--- config.mk ---
export PLATFORM = sky130hd
export DESIGN_NAME = npu_mac_sequencer
export DESIGN_NICKNAME = d
export VERILOG_FILES = /design/src/rtl/npu_mac_sequencer.sv
export SDC_FILE = /design/constraint.sdc
export NUM_CORES = 1
export LEC_CHECK = 0
export CORE_AREA = 2 2 69 84
export CTS_CLUSTER_DIAMETER = 50
export CTS_CLUSTER_SIZE = 20
export DETAILED_ROUTE_END_ITERATION = 16
export DIE_AREA = 0 0 71 86
export PLACE_DENSITY = 0.77
export RECOVER_POWER = 50
export SLEW_MARGIN = 20
export SYNTH_ARGS = -nofsm -noshare
export SYNTH_HDL_FRONTEND = slang
export SYNTH_SLANG_ARGS = --single-unit
--- constraint.sdc ---
create_clock -name clk -period 2.46 [get_ports clk]
set_clock_uncertainty 0.05 [all_clocks]
set_input_delay 0.369 -clock clk [delete_from_list [all_inputs] [get_ports clk]]
set_output_delay 0.369 -clock clk [all_outputs]
set_load 0.02 [all_outputs]
--- src/rtl/npu_mac_sequencer.sv ---
// rtl/npu_mac_sequencer.sv - operand FIFO, serial MAC core sequencer and saturating dot-product reducer
module npu_mac_sequencer #(
    parameter int DEPTH   = 4,
    parameter int VEC_LEN = 4
) (
    input  logic       clk,
    input  logic       rst_n,
    input  logic       i_in_valid,
    output logic       o_in_ready,
    input  logic [3:0] i_in_act,
    input  logic [3:0] i_in_wgt,
    output logic       o_core_start,
    output logic [3:0] o_core_input,
    output logic [3:0] o_core_weight,
    input  logic [3:0] i_core_result,
    input  logic       i_core_done,
    output logic       o_out_valid,
    input  logic       i_out_ready,
    output logic [7:0] o_out_sum
);
    localparam int          AW       = $clog2(DEPTH);
    localparam logic [AW:0] FULL_CNT = (AW + 1)'(DEPTH);
    localparam logic [3:0]  LAST_IDX = 4'(VEC_LEN - 1);

    typedef enum logic [1:0] {
        S_IDLE  = 2'd0,
        S_ISSUE = 2'd1,
        S_WAIT  = 2'd2,
        S_OUT   = 2'd3
    } state_t;

    state_t        r_state;
    state_t        w_next;
    logic [7:0]    r_mem [DEPTH];
    logic [AW-1:0] r_wptr;
    logic [AW-1:0] r_rptr;
    logic [AW:0]   r_count;
    logic [3:0]    r_core_input;
    logic [3:0]    r_core_weight;
    logic          r_done_q;
    logic [7:0]    r_acc;
    logic [3:0]    r_cnt;

    logic          w_full;
    logic          w_empty;
    logic          w_push;
    logic          w_pop;
    logic          w_done_rise;
    logic          w_accum;
    logic [8:0]    w_sum9;
    logic [7:0]    w_acc_next;

    assign w_full      = (r_count == FULL_CNT);
    assign w_empty     = (r_count == '0);
    assign w_push      = i_in_valid && !w_full;
    // A pop is exactly the IDLE->ISSUE transition, so operands load only there.
    assign w_pop       = (r_state == S_IDLE) && !w_empty;
    assign w_done_rise = i_core_done && !r_done_q;
    assign w_accum     = (r_state == S_WAIT) && w_done_rise;
    assign w_sum9      = {1'b0, r_acc} + {5'b0, i_core_result};
    assign w_acc_next  = w_sum9[8] ? 8'hFF : w_sum9[7:0];

    always_ff @(posedge clk) begin
        if (w_push) begin
            r_mem[r_wptr] <= {i_in_act, i_in_wgt};
        end
    end

    always_ff @(posedge clk or negedge rst_n) begin
        if (!rst_n) begin
            r_wptr  <= '0;
            r_rptr  <= '0;
            r_count <= '0;
        end else begin
            if (w_push) begin
                r_wptr <= r_wptr + 1'b1;
            end
            if (w_pop) begin
                r_rptr <= r_rptr + 1'b1;
            end
            case ({w_push, w_pop})
                2'b10:   r_count <= r_count + 1'b1;
                2'b01:   r_count <= r_count - 1'b1;
                default: r_count <= r_count;
            endcase
        end
    end

    always_ff @(posedge clk or negedge rst_n) begin
        if (!rst_n) begin
            r_state <= S_IDLE;
        end else begin
            r_state <= w_next;
        end
    end

    always_comb begin
        w_next = r_state;
        case (r_state)
            S_IDLE:  if (!w_empty) w_next = S_ISSUE;
            S_ISSUE: w_next = S_WAIT;
            S_WAIT: begin
                if (w_done_rise) begin
                    w_next = (r_cnt == LAST_IDX) ? S_OUT : S_IDLE;
                end
            end
            S_OUT:   if (i_out_ready) w_next = S_IDLE;
            default: w_next = S_IDLE;
        endcase
    end

    // done_q tracks core_done every cycle so a level held over from the last operation never looks like a new edge.
    always_ff @(posedge clk or negedge rst_n) begin
        if (!rst_n) begin
            r_done_q      <= 1'b0;
            r_core_input  <= '0;
            r_core_weight <= '0;
            r_acc         <= '0;
            r_cnt         <= '0;
        end else begin
            r_done_q <= i_core_done;
            if (w_pop) begin
                r_core_input  <= r_mem[r_rptr][7:4];
                r_core_weight <= r_mem[r_rptr][3:0];
            end
            if (w_accum) begin
                r_acc <= w_acc_next;
                r_cnt <= r_cnt + 1'b1;
            end else if ((r_state == S_OUT) && i_out_ready) begin
                r_acc <= '0;
                r_cnt <= '0;
            end
        end
    end

    assign o_in_ready    = !w_full;
    assign o_core_start  = (r_state == S_ISSUE);
    assign o_core_input  = r_core_input;
    assign o_core_weight = r_core_weight;
    assign o_out_valid   = (r_state == S_OUT);
    assign o_out_sum     = r_acc;

endmodule

==> results of run 1 <==
-- how the worst max path moves through the flow --
stage | start | endpoint | slack, ns | cells after the start
floorplan | r_count[0] | r_count[2] | 0.30 | 10
CTS | r_count[0] | r_count[2] | 0.28 | 10
global placement | i_core_result[0] | o_out_sum[0] | 0.12 | 8
finish | r_count[0] | r_count[2] | 0.26 | 10
detailed placement | i_core_result[0] | o_out_sum[4] | 0.07 | 8
global route | r_count[0] | r_count[2] | 0.09 | 10
-- logic make-up (layout without fill, tap and decap cells) --
family	Yosys count	in the layout	synth area share (%)
DFF	62	62	60.5
AOI/OAI and AO/OA	24	24	6.42
and+or+nand+nor	48	48	11.2
adders and majority gates	12	12	5.84
buffers and inverters	16	65	3.27
muxes	18	18	10.3
xor gates and xnor gates	8	8	2.48
-- report_power, final --
part           total [mW]  switching [mW]  internal (mW)
Sequential           1.67           0.248           1.42
Combinational        1.62           0.777          0.838
Clock               0.948           0.385          0.563
Total                4.23            1.41           2.82
-- registers in the layout, indices dropped and copies added (netlist names) --
name,flops
r_wptr,2
o_core_input,4
r_mem,32
o_core_weight,4
r_done_q,1
r_rptr,2
r_cnt,4
r_count,3
r_state,2
o_out_sum,8
-- per-stage QoR --
step	total power, mW	std cells	worst slack [ns]	hold WS (ns)	area, um2
after global routing	4.51	299	0.0948	0.438	3440
after floorplan	2.80	188	0.297	0.0234	2830
final	4.23	299	0.262	0.425	3440
after CTS	4.31	299	0.280	0.400	3450
after global placement	3.29	283	0.121	0.404	3240
after detailed placement	3.34	283	0.0717	0.414	3240
-- metal layers --
layer	GRT usage [%]	vias to the layer above	share of wire, %
met5	0	-	0
met1	23.8	809	46
met2	28.5	45	49
met3	5.17	7	4.3
met4	5.15	0	1.0
li1	-	790	-
-- area by class of cell --
| type | count | area (um2) | area share [%] |
|---|---|---|---|
| clock inverters | 7 | 88.8 | 2.58 |
| inverters | 9 | 35.0 | 1.02 |
| clock buffers | 9 | 124 | 3.60 |
| repair buffers | 40 | 385 | 11.2 |
| flip-flops and latches | 62 | 1710 | 49.8 |
| multi-input cells | 110 | 1020 | 29.5 |
| well taps | 62 | 77.6 | 2.26 |
-- synth_stat cells (3+ instances only) --
cell type   n  area share (%)
buf_6       3             1.2
xor2_1      3            0.93
ha_1       10             4.4
nor3_2      3             1.1
inv_1       8             1.1
nor2_1      6            0.80
nand2b_1    3            0.66
nand3_1     4            0.71
nand2_1     8             1.1
and3_1      6             1.3
xnor2_1     5             1.5
edfxtp_1   32              34
dfrtp_1    30              27
mux2_2      8             3.2
a21oi_1     7             1.2
mux4_2      8             6.4
==> metrics, run 1 <==
Setup Fix Bufs, Post-CTS 0; final net count 261; share of layout cells above drive strength 1 19.4%; Slew Viols, Final 0; drt first pass iters 4; n_diodes 0; Reg2Reg Depth 10; first-pass GRT wire length 8180 um; standard-cell rows 29; Inserted Clock Buffers 9; Clock Root Buffer clkbuf_8; Max Freq 455 MHz; status completed; WP data arrival 2.40 ns; total die area 6110 um2; CP endpoint kind register; FF-to-FF Start r_count[0]; max incr delay on CP 0.41 ns; vias in the first global route 1,679; Final Hold Violating Endpoints 0; P per Cell Area 1230 nW/um2; CTS tree yes; Synthesized Nets 217; PostCTS Resize Cnt 0; delay-heaviest family, CP adder cells; CP Launch Type register; leak pwr 1.37 nW; Initial DRC Count 74; Clock H-tree levels 3; most used cell, CP inv_1; largest net degree at the start of global routing 31; global route overflow 0; area added between synthesis and finish 21.6%; Die Ht 86 um; clk_lat worst skew 0.33 ns; final setup fails 0; Top FF cell, synth edfxtp_1; via/cell ratio 5.52; ANT nets after route 0; synthesized flop and latch total 62; antenna violations before repair 0; Worst Path Max Fanout 6; Via Count 1,651; Post-synth EDFFs 32; core area 5260 um2; r2r setup slk 0.26 ns; Crit Path Class reg2reg; Hold Path Depth 1; GPL Wtd Cong 0.770; fillers 396; Max IR drop VDD 0.821 mV; Tcrit/Tclk final 89.4%; Worst R2R End r_count[2]; worst path cell trace inv_1, nand3_1, and2_0, inv_1, ha_1, inv_1, fa_1, xor2_1, nor2_1, xor2_1; GRT Overall Usage 17.7%; WP buf/inv 3; Post-Route WL 4860 um; residual DRC count 0; max_slew headroom 46.5%; clk slew on worst S/H paths 0.07 ns; # IOs 36; post-DP HPWL 3400 um; commonest cells after routing, fill and taps aside edfxtp_1 (32), dfrtp_1 (30), clkdlybuf4s50_1 (25); most common cell after layout, fill and taps aside edfxtp_1; Synth Instances 188; setup_tns 0 ns; clk buf depth 2; Final Util 65.4%; share of synthesized registers carrying an async set or reset 48.4%; hold_sp r_cnt[3]; Initial Util 53.7%; Max-cap violations 0; Worst-Margin Slew 0.803 ns; IO Port Bufs 35; clock sink count 62; Hold Buf Count CTS 0; RSZ-0062 raised after global routing no; Synth cell types 50; mapped cell area 2830 um2; minimum clock period after layout 2.20 ns; register area share after synthesis 60.5%; syn avg cell area 15.0 um2; Critical Path RT 2.66 ns; Hold Path Class reg2reg; Hold Path End r_cnt[3]; Ys Warns 0; WL per Instance 16.3 um; Die Wd 71 um; slowest cell on the critical path dfrtp_1
No activity file was read; power rests on OpenSTA's default activity.
==> inputs of run 2 (changes only) <==
Settings changed: SETUP_SLACK_MARGIN set to 0.3.
==> metrics, run 2 (synthesis results as in run 1) <==
clk_lat worst skew 0.34 ns (was 0.33 ns); setup_tns 0 ns (unchanged); residual DRC count 0 (unchanged); total net switching power 1.41 mW (about the same); Hold Path Class in2async (was reg2reg); commonest cells after routing, fill and taps aside edfxtp_1 (32), dfrtp_1 (29), clkdlybuf4s50_1 (25) (was edfxtp_1 (32), dfrtp_1 (30), clkdlybuf4s50_1 (25)); standard-cell rows 29 (unchanged); Max IR drop VDD 0.770 mV (was 0.821 mV); Final WS setup 0.387 ns (was 0.262 ns); max_slew headroom 61.6% (was 46.5%); Tcrit/Tclk final 84.3% (was 89.4%); DP Cell Count 283 (unchanged); status completed (unchanged); Tot Pwr 4.26 mW (was 4.23 mW); core area 5260 um2 (unchanged); Via Count 1,641 (was 1,651); total die area 6110 um2 (unchanged); first-pass GRT wire length 8070 um (was 8180 um); WP data arrival 2.27 ns (was 2.40 ns); Die Wd 71 um (unchanged); r2r setup slk 0.39 ns (was 0.26 ns); GRT Overall Usage 17.5% (was 17.7%); minimum clock period after layout 2.07 ns (was 2.20 ns); Final Hold Violating Endpoints 0 (unchanged); clk slew on worst S/H paths 0.07 ns (about the same); pre-CTS setup slack 0.0604 ns (was 0.0717 ns); final setup fails 0 (unchanged); vias in the first global route 1,698 (was 1,679); Clock H-tree levels 3 (unchanged); post-DP HPWL 3240 um (was 3400 um); CP Launch Type register (unchanged); Initial Util 53.7% (unchanged); Initial DRC Count 88 (was 74); sequential share of power 39.4% (about the same); IO Port Bufs 35 (unchanged); Critical Path RT 2.66 ns (about the same); ANT nets after route 0 (unchanged); Die Ht 86 um (unchanged); Crit. Startpoint r_count[0] (unchanged); Max-cap violations 0 (unchanged); Post-Route WL 4680 um (was 4860 um); final net count 262 (was 261); switching share of total power 33.1% (was 33.3%); FF-to-FF Start r_count[0] (unchanged); Worst R2R End r_count[2] (unchanged); Inserted Clock Buffers 9 (unchanged); Crit Path Class reg2reg (unchanged); n_diodes 0 (unchanged); non-filler cells in the finished layout 300 (was 299); Slew Viols, Final 0 (unchanged); drt first pass iters 4 (unchanged); most common cell after layout, fill and taps aside edfxtp_1 (unchanged); cell internal pwr 2.85 mW (was 2.82 mW); Hold Buf Count CTS 0 (unchanged); max FFs per register 32 (unchanged); area added between synthesis and finish 22.8% (was 21.6%); antenna violations before repair 0 (unchanged); CP Capture Point r_count[2] (unchanged); clock sink count 62 (unchanged); Worst Path Max Fanout 6 (unchanged); WL per Instance 15.6 um (was 16.3 um); CP endpoint kind register (unchanged); Clock Root Buffer clkbuf_8 (unchanged); clock power share 22.2% (was 22.4%); via/cell ratio 5.47 (was 5.52); GPL Wtd Cong 0.800 (was 0.770); P per Cell Area 1230 nW/um2 (about the same); global route overflow 0 (unchanged); RSZ-0062 raised after global routing yes (was no); CTS tree yes (unchanged); # IOs 36 (unchanged); clk buf depth 2 (unchanged); Reg2Reg Depth 10 (unchanged); Reg with most FFs r_mem (unchanged); logic gate share of total power 38.4% (was 38.2%); share of layout cells above drive strength 1 21.8% (was 19.4%); Max Freq 482 MHz (was 455 MHz); largest net degree at the start of global routing 31 (unchanged); Worst-Margin Slew 0.576 ns (was 0.803 ns); leak pwr 1.38 nW (was 1.37 nW); Final Util 66.0% (was 65.4%)
[run 2: per-layer routing]
layer,track usage [%],routed length (um),vias up
met3,5.52,189,6
li1,-,-,795
met5,0,0,-
met1,22.1,2030,800
met2,28.5,2410,40
met4,6.17,48,0
[run 2: layout make-up]
| class | count | area (um2) |
|---|---|---|
| clock buffers | 9 | 124 |
| clock inverters | 7 | 88.8 |
| fillers | 381 | 1790 |
| inverters | 9 | 35.0 |
| multi-input cells | 110 | 1040 |
| flip-flops and latches | 62 | 1710 |
| well taps | 62 | 77.6 |
| repair buffers | 41 | 395 |
[run 2: critical path: stages, from the launching register on]
cell	delay, ns
dfrtp_1	0.40
inv_1	0.16
nand3_4	0.12
and2_4	0.19
inv_1	0.06
ha_1	0.18
inv_1	0.06
fa_1	0.37
xor2_1	0.15
nor2_1	0.11
xor2_1	0.15
[run 2: power by group through the flow]
stage | clock, mW | combinational (mW) | sequential (mW)
6_report | 0.946 | 1.64 | 1.68
5_1_grt | 1.02 | 1.79 | 1.73
4_1_cts | 0.961 | 1.63 | 1.68
3_5_place_dp | 0 | 1.62 | 1.70
3_3_place_gp | 0 | 1.59 | 1.69
2_1_floorplan | 0 | 1.10 | 1.70
[run 2: through the flow]
stage / instance area [um2] / hold slack, ns
floorplan: 2830 / 0.0234
global placement: 3240 / 0.416
detailed placement: 3240 / 0.446
CTS: 3450 / 0.392
global route: 3470 / 0.473
finish: 3470 / 0.450
[run 2: what timing repair did]
action                                  CTS  global route
endpoints found under the hold margin     0             0
gates resized for setup                   0             7
endpoints found under the setup margin    0             2
setup buffers                             0             1
[run 2: worst min path at each step]
stage / end / slack, ns / cells past startpoint
floorplan: o_core_input[0] / 0.02 / 0
global placement: r_cnt[3] / 0.42 / 1
detailed placement: o_core_input[0] / 0.45 / 1
CTS: o_core_input[2] / 0.39 / 2
global route: r_cnt[3] / 0.47 / 1
finish: r_cnt[1] / 0.45 / 2
